**config.mk**
```make
export PLATFORM = sky130hd
export DESIGN_NAME = aclk_fsm
export DESIGN_NICKNAME = d
export VERILOG_FILES = /design/src/rtl/aclk_pkg.sv /design/src/rtl/aclk_timeout_cnt.sv /design/src/rtl/aclk_fsm.sv
export SDC_FILE = /design/constraint.sdc
export NUM_CORES = 1
export LEC_CHECK = 0
export CAP_MARGIN = 20
export CORE_MARGIN = 8
export CORE_UTILIZATION = 50
export CTS_CLUSTER_SIZE = 25
export DETAILED_ROUTE_END_ITERATION = 16
export GPL_TIMING_DRIVEN = 0
export HOLD_SLACK_MARGIN = 0.06
export PLACE_DENSITY = 0.84
export SLEW_MARGIN = 20
export SYNTH_ARGS = -nofsm -noshare
export SYNTH_HDL_FRONTEND = slang
export SYNTH_HIERARCHICAL = 1
export SYNTH_SLANG_ARGS = --single-unit
```
**constraint.sdc**
```tcl
create_clock -name clock -period 2.6 [get_ports clock]
set_clock_uncertainty 0.05 [all_clocks]
set_input_delay 0.26 -clock clock [delete_from_list [all_inputs] [get_ports clock]]
set_output_delay 0.26 -clock clock [all_outputs]
set_load 0.02 [all_outputs]
```
**src/rtl/aclk_pkg.sv**
```systemverilog
// Alarm-clock control package: state encoding, key constants, output bundle
// and the digit-test helper shared by the FSM, key register and display blocks.
package aclk_pkg;

  localparam int unsigned KEY_W   = 4;
  localparam int unsigned CNT_W   = 4;
  localparam int unsigned STATE_W = 3;

  localparam logic [KEY_W-1:0] NOKEY   = 4'd10;
  localparam logic [CNT_W-1:0] CNT_MAX = 4'd15;

  // Seven states; encoding 3'd7 is unused and recovers to SHOW_TIME.
  typedef enum logic [STATE_W-1:0] {
    SHOW_TIME        = 3'd0,
    KEY_STORED       = 3'd1,
    KEY_WAITED       = 3'd2,
    KEY_ENTRY        = 3'd3,
    SHOW_ALARM       = 3'd4,
    SET_ALARM_TIME   = 3'd5,
    SET_CURRENT_TIME = 3'd6
  } state_e;

  // Control strobes driven by the FSM.
  typedef struct packed {
    logic shift;
    logic show_new_time;
    logic show_a;
    logic load_new_a;
    logic load_new_c;
  } ctl_t;

  // Codes 0..9 are digits; 10 and 11..15 all mean "no key".
  function automatic logic is_digit(input logic [KEY_W-1:0] k);
    return k <= 4'd9;
  endfunction

endpackage

```
**src/rtl/aclk_timeout_cnt.sv**
```systemverilog
// Key-entry inactivity counter.
// Ports: clock, reset (sync, active-high), clear (hold at zero), tick (one_second),
//        limit (timeout in ticks), expired (combinational: tick lands on limit-1).
module aclk_timeout_cnt
  import aclk_pkg::*;
(
  input  logic             clock,
  input  logic             reset,
  input  logic             clear,
  input  logic             tick,
  input  logic [CNT_W-1:0] limit,
  output logic             expired
);

  logic [CNT_W-1:0] cnt_q;
  logic [CNT_W-1:0] cnt_d;

  // Clear dominates; count saturates rather than wrapping.
  always_comb begin
    cnt_d = cnt_q;
    if (clear) begin
      cnt_d = '0;
    end else if (tick && (cnt_q != CNT_MAX)) begin
      cnt_d = cnt_q + CNT_W'(1);
    end
  end

  always_ff @(posedge clock) begin
    if (reset) begin
      cnt_q <= '0;
    end else begin
      cnt_q <= cnt_d;
    end
  end

  assign expired = tick && (cnt_q == (limit - CNT_W'(1)));

endmodule

```
**src/rtl/aclk_fsm.sv**
```systemverilog
// Alarm-clock key-entry / display-mode controller.
// Ports: clock, reset (sync, active-high), one_second (1-cycle tick), key (4-bit code),
//        alarm_button, time_button (levels); outputs shift, show_new_time, show_a,
//        load_new_a, load_new_c (Moore, registered alongside the state).
module aclk_fsm
  import aclk_pkg::*;
#(
  parameter int unsigned TIMEOUT_SEC = 10
) (
  input  logic             clock,
  input  logic             reset,
  input  logic             one_second,
  input  logic [KEY_W-1:0] key,
  input  logic             alarm_button,
  input  logic             time_button,
  output logic             shift,
  output logic             show_new_time,
  output logic             show_a,
  output logic             load_new_a,
  output logic             load_new_c
);

  state_e state_q;
  state_e state_d;
  ctl_t   ctl_q;
  ctl_t   ctl_d;
  logic   cnt_clear;
  logic   timeout;
  logic   digit;

  assign digit     = is_digit(key);
  // Counter only runs while a key is held or the entry is idling.
  assign cnt_clear = (state_q != KEY_WAITED) && (state_q != KEY_ENTRY);

  aclk_timeout_cnt u_timeout_cnt (
    .clock   (clock),
    .reset   (reset),
    .clear   (cnt_clear),
    .tick    (one_second),
    .limit   (CNT_W'(TIMEOUT_SEC)),
    .expired (timeout)
  );

  // State and output registers.
  always_ff @(posedge clock) begin
    if (reset) begin
      state_q <= SHOW_TIME;
      ctl_q   <= '0;
    end else begin
      state_q <= state_d;
      ctl_q   <= ctl_d;
    end
  end

  // Next-state logic.
  always_comb begin
    state_d = state_q;
    case (state_q)
      SHOW_TIME: begin
        if (alarm_button)   state_d = SHOW_ALARM;
        else if (digit)     state_d = KEY_STORED;
      end
      KEY_STORED:           state_d = KEY_WAITED;
      KEY_WAITED: begin
        if (!digit)         state_d = KEY_ENTRY;
        else if (timeout)   state_d = SHOW_TIME;
      end
      KEY_ENTRY: begin
        if (alarm_button)     state_d = SET_ALARM_TIME;
        else if (time_button) state_d = SET_CURRENT_TIME;
        else if (digit)       state_d = KEY_STORED;
        else if (timeout)     state_d = SHOW_TIME;
      end
      SHOW_ALARM,
      SET_ALARM_TIME: begin
        if (!alarm_button)  state_d = SHOW_TIME;
      end
      SET_CURRENT_TIME: begin
        if (!time_button)   state_d = SHOW_TIME;
      end
      default:              state_d = SHOW_TIME;
    endcase
  end

  // Output decode of the next state, so registered outputs track state_q exactly.
  always_comb begin
    ctl_d = '0;
    case (state_d)
      KEY_STORED: begin
        ctl_d.shift         = 1'b1;
        ctl_d.show_new_time = 1'b1;
      end
      KEY_WAITED,
      KEY_ENTRY:        ctl_d.show_new_time = 1'b1;
      SHOW_ALARM:       ctl_d.show_a        = 1'b1;
      SET_ALARM_TIME:   ctl_d.load_new_a    = 1'b1;
      SET_CURRENT_TIME: ctl_d.load_new_c    = 1'b1;
      default:          ctl_d = '0;
    endcase
  end

  assign shift         = ctl_q.shift;
  assign show_new_time = ctl_q.show_new_time;
  assign show_a        = ctl_q.show_a;
  assign load_new_a    = ctl_q.load_new_a;
  assign load_new_c    = ctl_q.load_new_c;

endmodule

```
# == Yosys cells after proc, flatten, opt, wreduce, memory -nomap -nowiden ==
# Index checks and enable logic that the tools add are counted.
# op_classes
n_mux,15
n_reduce_logical,7
n_lt_le_gt_ge,1
eq_ne,16
n_addsub,1
# op_table
op,n
3-bit 2-to-1 mux,9
3-bit equality test (second input constant),6
3-bit case mux with 6 select lines,1
3-bit by 2-bit equality test with 1-bit output (second input constant),4
3-bit by 1-bit equality test with 1-bit output (second input constant),2
3-bit by 2-bit != test with 1-bit output (second input constant),2
1-bit 2-to-1 mux,5
4-bit by 1-bit adder with 4-bit output (second input constant),1
4-bit equality test (second input constant),1
4-bit <= comparator (second input constant),1
4-bit != test (second input constant),1
2-bit OR reduction,2
1-bit logical AND,3
3-bit logical NOT,1
3-bit OR reduction,1
# totals
output_inout_bits,5
ff_bits,12
input_bits,9
elab_cells,47

# == Logic depth before layout (Yosys ltp) ==
# Gate-level depths: netlist of the first run.
# depth
word_depth,10
ltp_mapped,10
ltp_nobuf,10

# == Cells and area by module ==
# Netlist of the first run, hierarchy kept.
# by_module_without_submodules
mod,seq_area_each_um2,cells_per_inst,area_each_um2,instances
aclk_fsm,160.2,53,471.7,1
aclk_timeout_cnt,80.1,33,291.5,1

# == Worst setup path before layout of the first run ==
# Ideal clock, no wire load.
# synth_path
path_type,reg2reg
start,register u_timeout_cnt.cnt_q[3]
end,register ctl_q (netlist bit show_new_time)
synth_period_minus_slack_ps,1835
required_ps,2420
n_path_buf,0
stages_incl_launch_ff,9
slack_ps,765
setup_ps,130
t_arrival_ps,1655
path_cell_list,dfxtp_1 -> xnor2_1 -> xnor2_1 -> a2111oi_2 -> nor2_1 -> nor3b_1 -> nor3_1 -> o211ai_4 -> a21oi_1
# synth_between
elab_chain_cells,10
word_cells_on_any_way,13
cone_classes,eq/ne (4); mux (7); reduce/logical (2)
# synth_lines
item,line_no,rtl
"start, declared",aclk_timeout_cnt.sv:15,logic [CNT_W-1:0] cnt_q;
"start signal, assigned",aclk_timeout_cnt.sv:32,cnt_q <= cnt_d;
4-bit equality test (*),aclk_timeout_cnt.sv:36,assign expired = tick && (cnt_q == (limit - CNT_W'(1)));
1-bit logical AND (*),aclk_timeout_cnt.sv:36,
via timeout,aclk_fsm.sv:28,logic timeout;
3-bit 2-to-1 mux (*),"aclk_fsm.sv:66, aclk_fsm.sv:72",
3-bit 2-to-1 mux,aclk_fsm.sv:71,else if (digit) state_d = KEY_STORED;
3-bit 2-to-1 mux,aclk_fsm.sv:70,else if (time_button) state_d = SET_CURRENT_TIME;
3-bit 2-to-1 mux,aclk_fsm.sv:69,if (alarm_button) state_d = SET_ALARM_TIME;
3-bit case mux with 6 select lines (*),aclk_fsm.sv:58,case (state_q)
3-bit by 1-bit equality test with 1-bit output / 3-bit by 2-bit equality test with 1-bit output (equally long branches),aclk_fsm.sv:88,case (state_d)
3-bit OR reduction (no source line) (*),--,
1-bit 2-to-1 mux (*),aclk_fsm.sv:88,
"end signal, assigned",aclk_fsm.sv:51,ctl_q <= ctl_d;
"end, declared",aclk_fsm.sv:25,ctl_t ctl_q;
# The timed path passes the listed nets; every way through them passes the cells marked *.
# A chain may end at the register's enable or synchronous reset.

# == Worst setup path in the final report of the first run ==
# layout_path
start,register u_timeout_cnt.cnt_q[3]
end,register ctl_q (netlist bit show_a)
# layout_between
elab_chain_cells,9
word_cells_on_any_way,10
cone_classes,eq/ne (2); mux (7); reduce/logical (1)
# layout_lines
item,line_no
4-bit equality test (*),aclk_timeout_cnt.sv:36
1-bit logical AND (*),aclk_timeout_cnt.sv:36
via timeout,aclk_fsm.sv:28
3-bit 2-to-1 mux (*),"aclk_fsm.sv:66, aclk_fsm.sv:72"
3-bit 2-to-1 mux,aclk_fsm.sv:71
3-bit 2-to-1 mux,aclk_fsm.sv:70
3-bit 2-to-1 mux,aclk_fsm.sv:69
3-bit case mux with 6 select lines (*),aclk_fsm.sv:58
3-bit equality test (*),aclk_fsm.sv:88
1-bit 2-to-1 mux (*),aclk_fsm.sv:88
# Marked as above.

==> impl_metrics.toml, run 1 <==
[floorplanning]
num_rows = 14
die_h_um = 55.07
die_w_um = 55.07
core_mm2 = 0.001471
io_pins = 14
initial_core_util = 0.5187
fp.dieArea_mm2 = 0.003033

[run]
drv_cap = 0

[synthesis]
post-synth-top-area-cell = "dfxtp_1"
ys_warn_count = 6
yosysSeqAreaShare = 0.3148
synth-edff-count = 0
ys_types = 37
synth.top_cell.area_share = 0.3148
ys_ff_latch = 12
syn_avg_cell_area_um2 = 8.875
synth_area_um2 = 763.2
synthFlopType = "dfxtp_1"
yosysMostFrequentCell = "dfxtp_1"
synth_area_leaders = "dfxtp_1 (31%), a21oi_1 (4.6%), xnor2_1 (4.6%)"
synth-async-reset-ratio = 0
yosys-top-cells-count = "dfxtp_1 (12), a21oi_1 (7), inv_1 (5)"
synth_cells = 86

[worst_setup_path]
cp-end-kind = "flip-flop"
startpoint_type = "flip-flop"
r2r_setup_slack_ns = 0.54
ff2ff_path_depth = 8
worstPathMaxFanout = 5
crit_arrival_ns = 2.21
reg2reg_to = "show_a$_SDFF_PP0_"
required_ns = 2.75
timing.rr.start = "u_timeout_cnt/cnt_q[3]$_SDFFE_PP0P_"
crit_type = "reg -> reg"

[grt]
overflow = 0
grt_max_degree = 11
grt_pass1_vias = 610
grt_pass1_wl_um = 2401
track_usage = 0.1061
antenna_found_initial = 0

[layout]
stdcell_area_um2 = 948.4
layout.nets = 120
fillers = 141
syn_to_final_growth_pct = 24.26
drive_gt1_frac = 0.1402
antenna_cells = 0
stdcell_count = 123

[clock_tree]
cts_tree = "done"
cts-root-buf = "clkbuf_4"
htree_levels = 1
cts_buffer_depth = 2
cts-buffers-inserted = 3
clk_latency_ns = 0.26
clock_sinks = 12
ctsResizeCount = 0
cts_setup_buffers = 0
cts_hold_buf = 0
path_clk_slew_ns = 0.07

[place]
port_buffers = 12
dp.cells = 120
gp_congestion = 0.8620
dp_hpwl_um = 1180
place_area_um2 = 925.9

[sta]
period_minus_slack_ns = 2.061
hold-worst-slack_ns = 0.5024
setup_viol = 0
hold_violations = 0
max_freq_mhz = 485.1
rsz0062_at_grt = "no"
period_share = 0.7928
tns_ns = 0
maxSlewViolCount = 0

[run_status]
outcome = "finished clean"

[power_and_ir_drop]
pwr-share-comb = 0.311
irDropWorstVdd_v = 0.0005550
pwr-share-seq = 0.452
p_leak_nw = 0.3429
netSwitchingFraction = 0.2961
p_int_mw = 0.3172
cellPowerDensity_mw_per_mm2 = 475.2
switchingPower_mw = 0.1334
p_clk_frac = 0.237

[worst_hold_path]
hold_start = "u_timeout_cnt/cnt_q[2]$_SDFFE_PP0P_"
whs_path_depth = 2
hold_end = "u_timeout_cnt/cnt_q[2]$_SDFFE_PP0P_"
min_path_type = "reg -> reg"

[drt]
drtIter0Drc = 9
ant_nets = 0
drc_errors = 0
drt-total-wl_um = 1457
wl_per_cell_um = 11.85
dr.pass1.iters = 4
via_per_inst = 5.317
vias = 654
-- cell usage in the layout, fill, tap and decap left out, types with 3 or more instances in the layout --
cell type,n
a31oi_1,3
conb_1,8
nor2_1,4
nand3_1,4
clkdlybuf4s50_1,12
nor2b_1,4
a21oi_1,7
xnor2_1,4
inv_1,5
dfxtp_1,12
o21ai_0,3
nand2b_1,3
clkbuf_4,3
nor3b_1,3
-- worst max-delay path by stage --
stage / end / startpoint / cells after the start / slack [ns]
after CTS: show_a$_SDFF_PP0_ / u_timeout_cnt/cnt_q[3]$_SDFFE_PP0P_ / 8 / 0.50
final: show_a$_SDFF_PP0_ / u_timeout_cnt/cnt_q[3]$_SDFFE_PP0P_ / 8 / 0.54
after floorplan: show_new_time$_SDFF_PP0_ / u_timeout_cnt/cnt_q[3]$_SDFFE_PP0P_ / 8 / 0.77
after global routing: show_a$_SDFF_PP0_ / u_timeout_cnt/cnt_q[3]$_SDFFE_PP0P_ / 8 / 0.32
after detailed placement: show_a$_SDFF_PP0_ / one_second / 8 / 0.40
after global placement: show_new_time$_SDFF_PP0_ / one_second / 8 / 0.44
-- kinds of logic (layout without fill, tap and decap cells) --
family	after synthesis	after routing	share of synthesized area
AOI/OAI and AO/OA	24	24	0.2508
adders and majority gates	2	2	0.03278
buffers and inverters	7	22	0.04590
xor gates and xnor gates	5	5	0.05737
and+or+nand+nor	34	34	0.2885
DFF	12	12	0.3148
other	2	8	0.009840
-- routing by layer --
| metal | routed length, um | global-route usage | share of wire | up-vias |
|---|---|---|---|---|
| li1 | - | - | - | 346 |
| met1 | 668 | 0.1181 | 0.46 | 296 |
| met2 | 718 | 0.1847 | 0.49 | 12 |
| met3 | 69 | 0.04813 | 0.047 | 0 |
| met4 | 0 | 0.01600 | 0 | 0 |
| met5 | 0 | 0 | 0 | - |
-- power groups by stage --
stage / logic (mW) / clock network, mW / registers [mW]
2_1_floorplan: 0.0876 / 0 / 0.217
6_report: 0.140 / 0.107 / 0.204
5_1_grt: 0.153 / 0.120 / 0.205
4_1_cts: 0.141 / 0.111 / 0.204
3_3_place_gp: 0.137 / 0 / 0.208
3_5_place_dp: 0.140 / 0 / 0.208
-- sequential cells by signal, indices dropped and copies added (netlist names) --
signal               cells
show_a                   1
state_q                  3
shift                    1
u_timeout_cnt/cnt_q      4
show_new_time            1
load_new_c               1
load_new_a               1
-- layout make-up --
class / count / area (um^2) / area share
clock buffers: 3 / 22.52 / 0.02375
repair buffers: 12 / 120.1 / 0.1266
flip-flops and latches: 12 / 240.2 / 0.2533
well taps: 16 / 20.02 / 0.02111
multi-input cells: 73 / 510.5 / 0.5383
inverters: 5 / 18.77 / 0.01979
plain buffers: 2 / 16.27 / 0.01715
-- worst max-delay path, stage by stage (launching register included) --
cell and delay (ns):
dfxtp_1 0.41, xnor2_1 0.16, xnor2_1 0.11, a2111oi_2 0.45, nor2_1 0.07, nor3b_1 0.25, nor3_1 0.12, o211ai_4 0.24
nor2b_1 0.16
-- per-stage QoR --
step / total power [mW] / worst slack (ns) / utilization
after floorplan: 0.3044 / 0.7651 / -
after CTS: 0.4557 / 0.5033 / 0.6446
final: 0.4507 / 0.5388 / 0.6446
after global routing: 0.4785 / 0.3185 / 0.6446
after global placement: 0.3452 / 0.4442 / 0.6293
after detailed placement: 0.3483 / 0.4010 / 0.6293
Power figures use the tool's default switching activity.
==> run 2: changes to the inputs <==
- clock period: 2.6 -> 2.2 ns (I/O delays scaled with it)
==> run 2 against run 1 <==
Maximum frequency up 4.7%. Clock-buffer cell count unchanged. Sequential share of layout area down 0.33 points. Sequential power up 18%. Utilization up 0.85 points. Non-clock buffer count unchanged. Critical path depth unchanged. Wire length up 1.2%. Setup slack worse by 0.31 ns. Total power up 19%.
==> impl_metrics.toml, run 2 (synthesis gave the netlist of run 1 again) <==
[worst_setup_path]
crit_arrival_ns = 2.12
startpoint_type = "flip-flop"
crit_type = "reg -> reg"
required_ns = 2.35
r2r_setup_slack_ns = 0.23
worstPathMaxFanout = 5
worstSetupStartpoint = "u_timeout_cnt/cnt_q[1]$_SDFFE_PP0P_"
cp-end-kind = "flip-flop"
timing.rr.start = "u_timeout_cnt/cnt_q[1]$_SDFFE_PP0P_"

[floorplanning]
num_rows = 14
die_h_um = 55.07
fp.dieArea_mm2 = 0.003033
die_w_um = 55.07
initial_core_util = 0.5187
io_pins = 14
core_mm2 = 0.001471

[grt]
grt_max_degree = 11
overflow = 0
grt_pass1_wl_um = 2401
antenna_found_initial = 0
grt_pass1_vias = 610
track_usage = 0.1061

[sta]
max_freq_mhz = 508.0
rsz0062_at_grt = "no"
maxSlewViolCount = 0
hold_violations = 0
period_minus_slack_ns = 1.969
setup_viol = 0
tns_ns = 0
period_share = 0.8948
fin_ws_ns = 0.2314

[layout]
antenna_cells = 0
syn_to_final_growth_pct = 25.90
drive_gt1_frac = 0.1402
reg_top3 = "u_timeout_cnt/cnt_q: 4 flops, state_q: 3 flops"
final_cell_mix = "clkdlybuf4s50_1 (12), dfxtp_1 (12), conb_1 (8), a21oi_1 (7), inv_1 (5)"
largest_reg_flops = 4
regMostFlops = "u_timeout_cnt/cnt_q"
layout.nets = 120

[power_and_ir_drop]
pwr-share-comb = 0.315
p_clk_frac = 0.236
cellPowerDensity_mw_per_mm2 = 557.7
pwr-share-seq = 0.450
p_leak_nw = 0.3434
p_int_mw = 0.3756
switchingPower_mw = 0.1603
irDropWorstVdd_v = 0.0006568
finalPower_mw = 0.5359
netSwitchingFraction = 0.2992

[clock_tree]
clock_sinks = 12
cts-buffers-inserted = 3
path_clk_slew_ns = 0.07
clk_latency_ns = 0.26
cts_tree = "done"
cts_hold_buf = 0
htree_levels = 1
cts-root-buf = "clkbuf_4"
cts_buffer_depth = 2

[worst_hold_path]
hold_start = "u_timeout_cnt/cnt_q[3]$_SDFFE_PP0P_"
min_path_type = "reg -> reg"

[place]
dp_slack_ns = 0.04102
dp_hpwl_um = 1180
port_buffers = 12
gp_congestion = 0.8620

[drt]
drt-total-wl_um = 1474
drc_errors = 0
ant_nets = 0
vias = 654
wl_per_cell_um = 11.98
drtIter0Drc = 9
via_per_inst = 5.317
dr.pass1.iters = 4

[run]
drv_cap = 0

[run_status]
outcome = "finished clean"
[run 2: metrics by stage]
stage / cells / utilization / hold slack (ns) / cell area (um^2)
floorplan: 92 / - / 0.2424 / 785.8
detailed placement: 120 / 0.6293 / 0.4917 / 925.9
finish: 123 / 0.6531 / 0.5070 / 960.9
CTS: 123 / 0.6446 / 0.5045 / 948.4
global placement: 120 / 0.6293 / 0.4598 / 925.9
global route: 123 / 0.6531 / 0.5287 / 960.9
[run 2: final cells by class]
cell class / count / area (um^2)
clock buffer: 3 / 22.52
buffer: 2 / 16.27
fill: 139 / 510.5
tap: 16 / 20.02
inverter: 5 / 18.77
timing repair buffer: 12 / 120.1
multi-input combinational: 73 / 523.0
sequential: 12 / 240.2
[run 2: critical path, cell delays in order, from the launching register on]
cell and delay [ns]:
dfxtp_1 0.35, xor2_1 0.16, o211ai_1 0.14, a2111oi_4 0.39, nor2_1 0.07, nor3b_1 0.24, nor3_1 0.12, o211ai_4 0.23
nor2b_1 0.16
[run 2: path summary, 6_finish.rpt]
kind / endpoint / cells past startpoint
setup / recovery: show_a$_SDFF_PP0_ / 8
hold / removal: u_timeout_cnt/cnt_q[3]$_SDFFE_PP0P_ / 1
setup reg to reg: show_a$_SDFF_PP0_ / 8
hold reg to reg: u_timeout_cnt/cnt_q[3]$_SDFFE_PP0P_ / 1
[run 2: per-layer routing]
metal,wire length (um),part of all wire,GRT usage
met5,0,0,0
met4,0,0,0.01600
met3,69,0.047,0.04813
met2,726,0.49,0.1847
met1,677,0.46,0.1181
[run 2: what timing repair did]
| item | 4_1_cts | 5_1_grt |
|---|---|---|
| setup endpoints to repair | 0 | 5 |
| resized for setup | 0 | 1 |
| buffers inserted | 0 | 0 |
[run 2: power groups by stage]
stage	combinational, mW	clock (mW)	sequential, mW
after global placement	0.162	0	0.246
final	0.169	0.126	0.241
after floorplan	0.104	0	0.256
after detailed placement	0.166	0	0.246
after global routing	0.184	0.142	0.243
after CTS	0.166	0.132	0.241
==> run 3: changes to the inputs <==
- CAP_MARGIN: 20 -> unset
==> results of run 3 <==
Same layout as run 2: the final DEF is identical, and so are final timing and power.
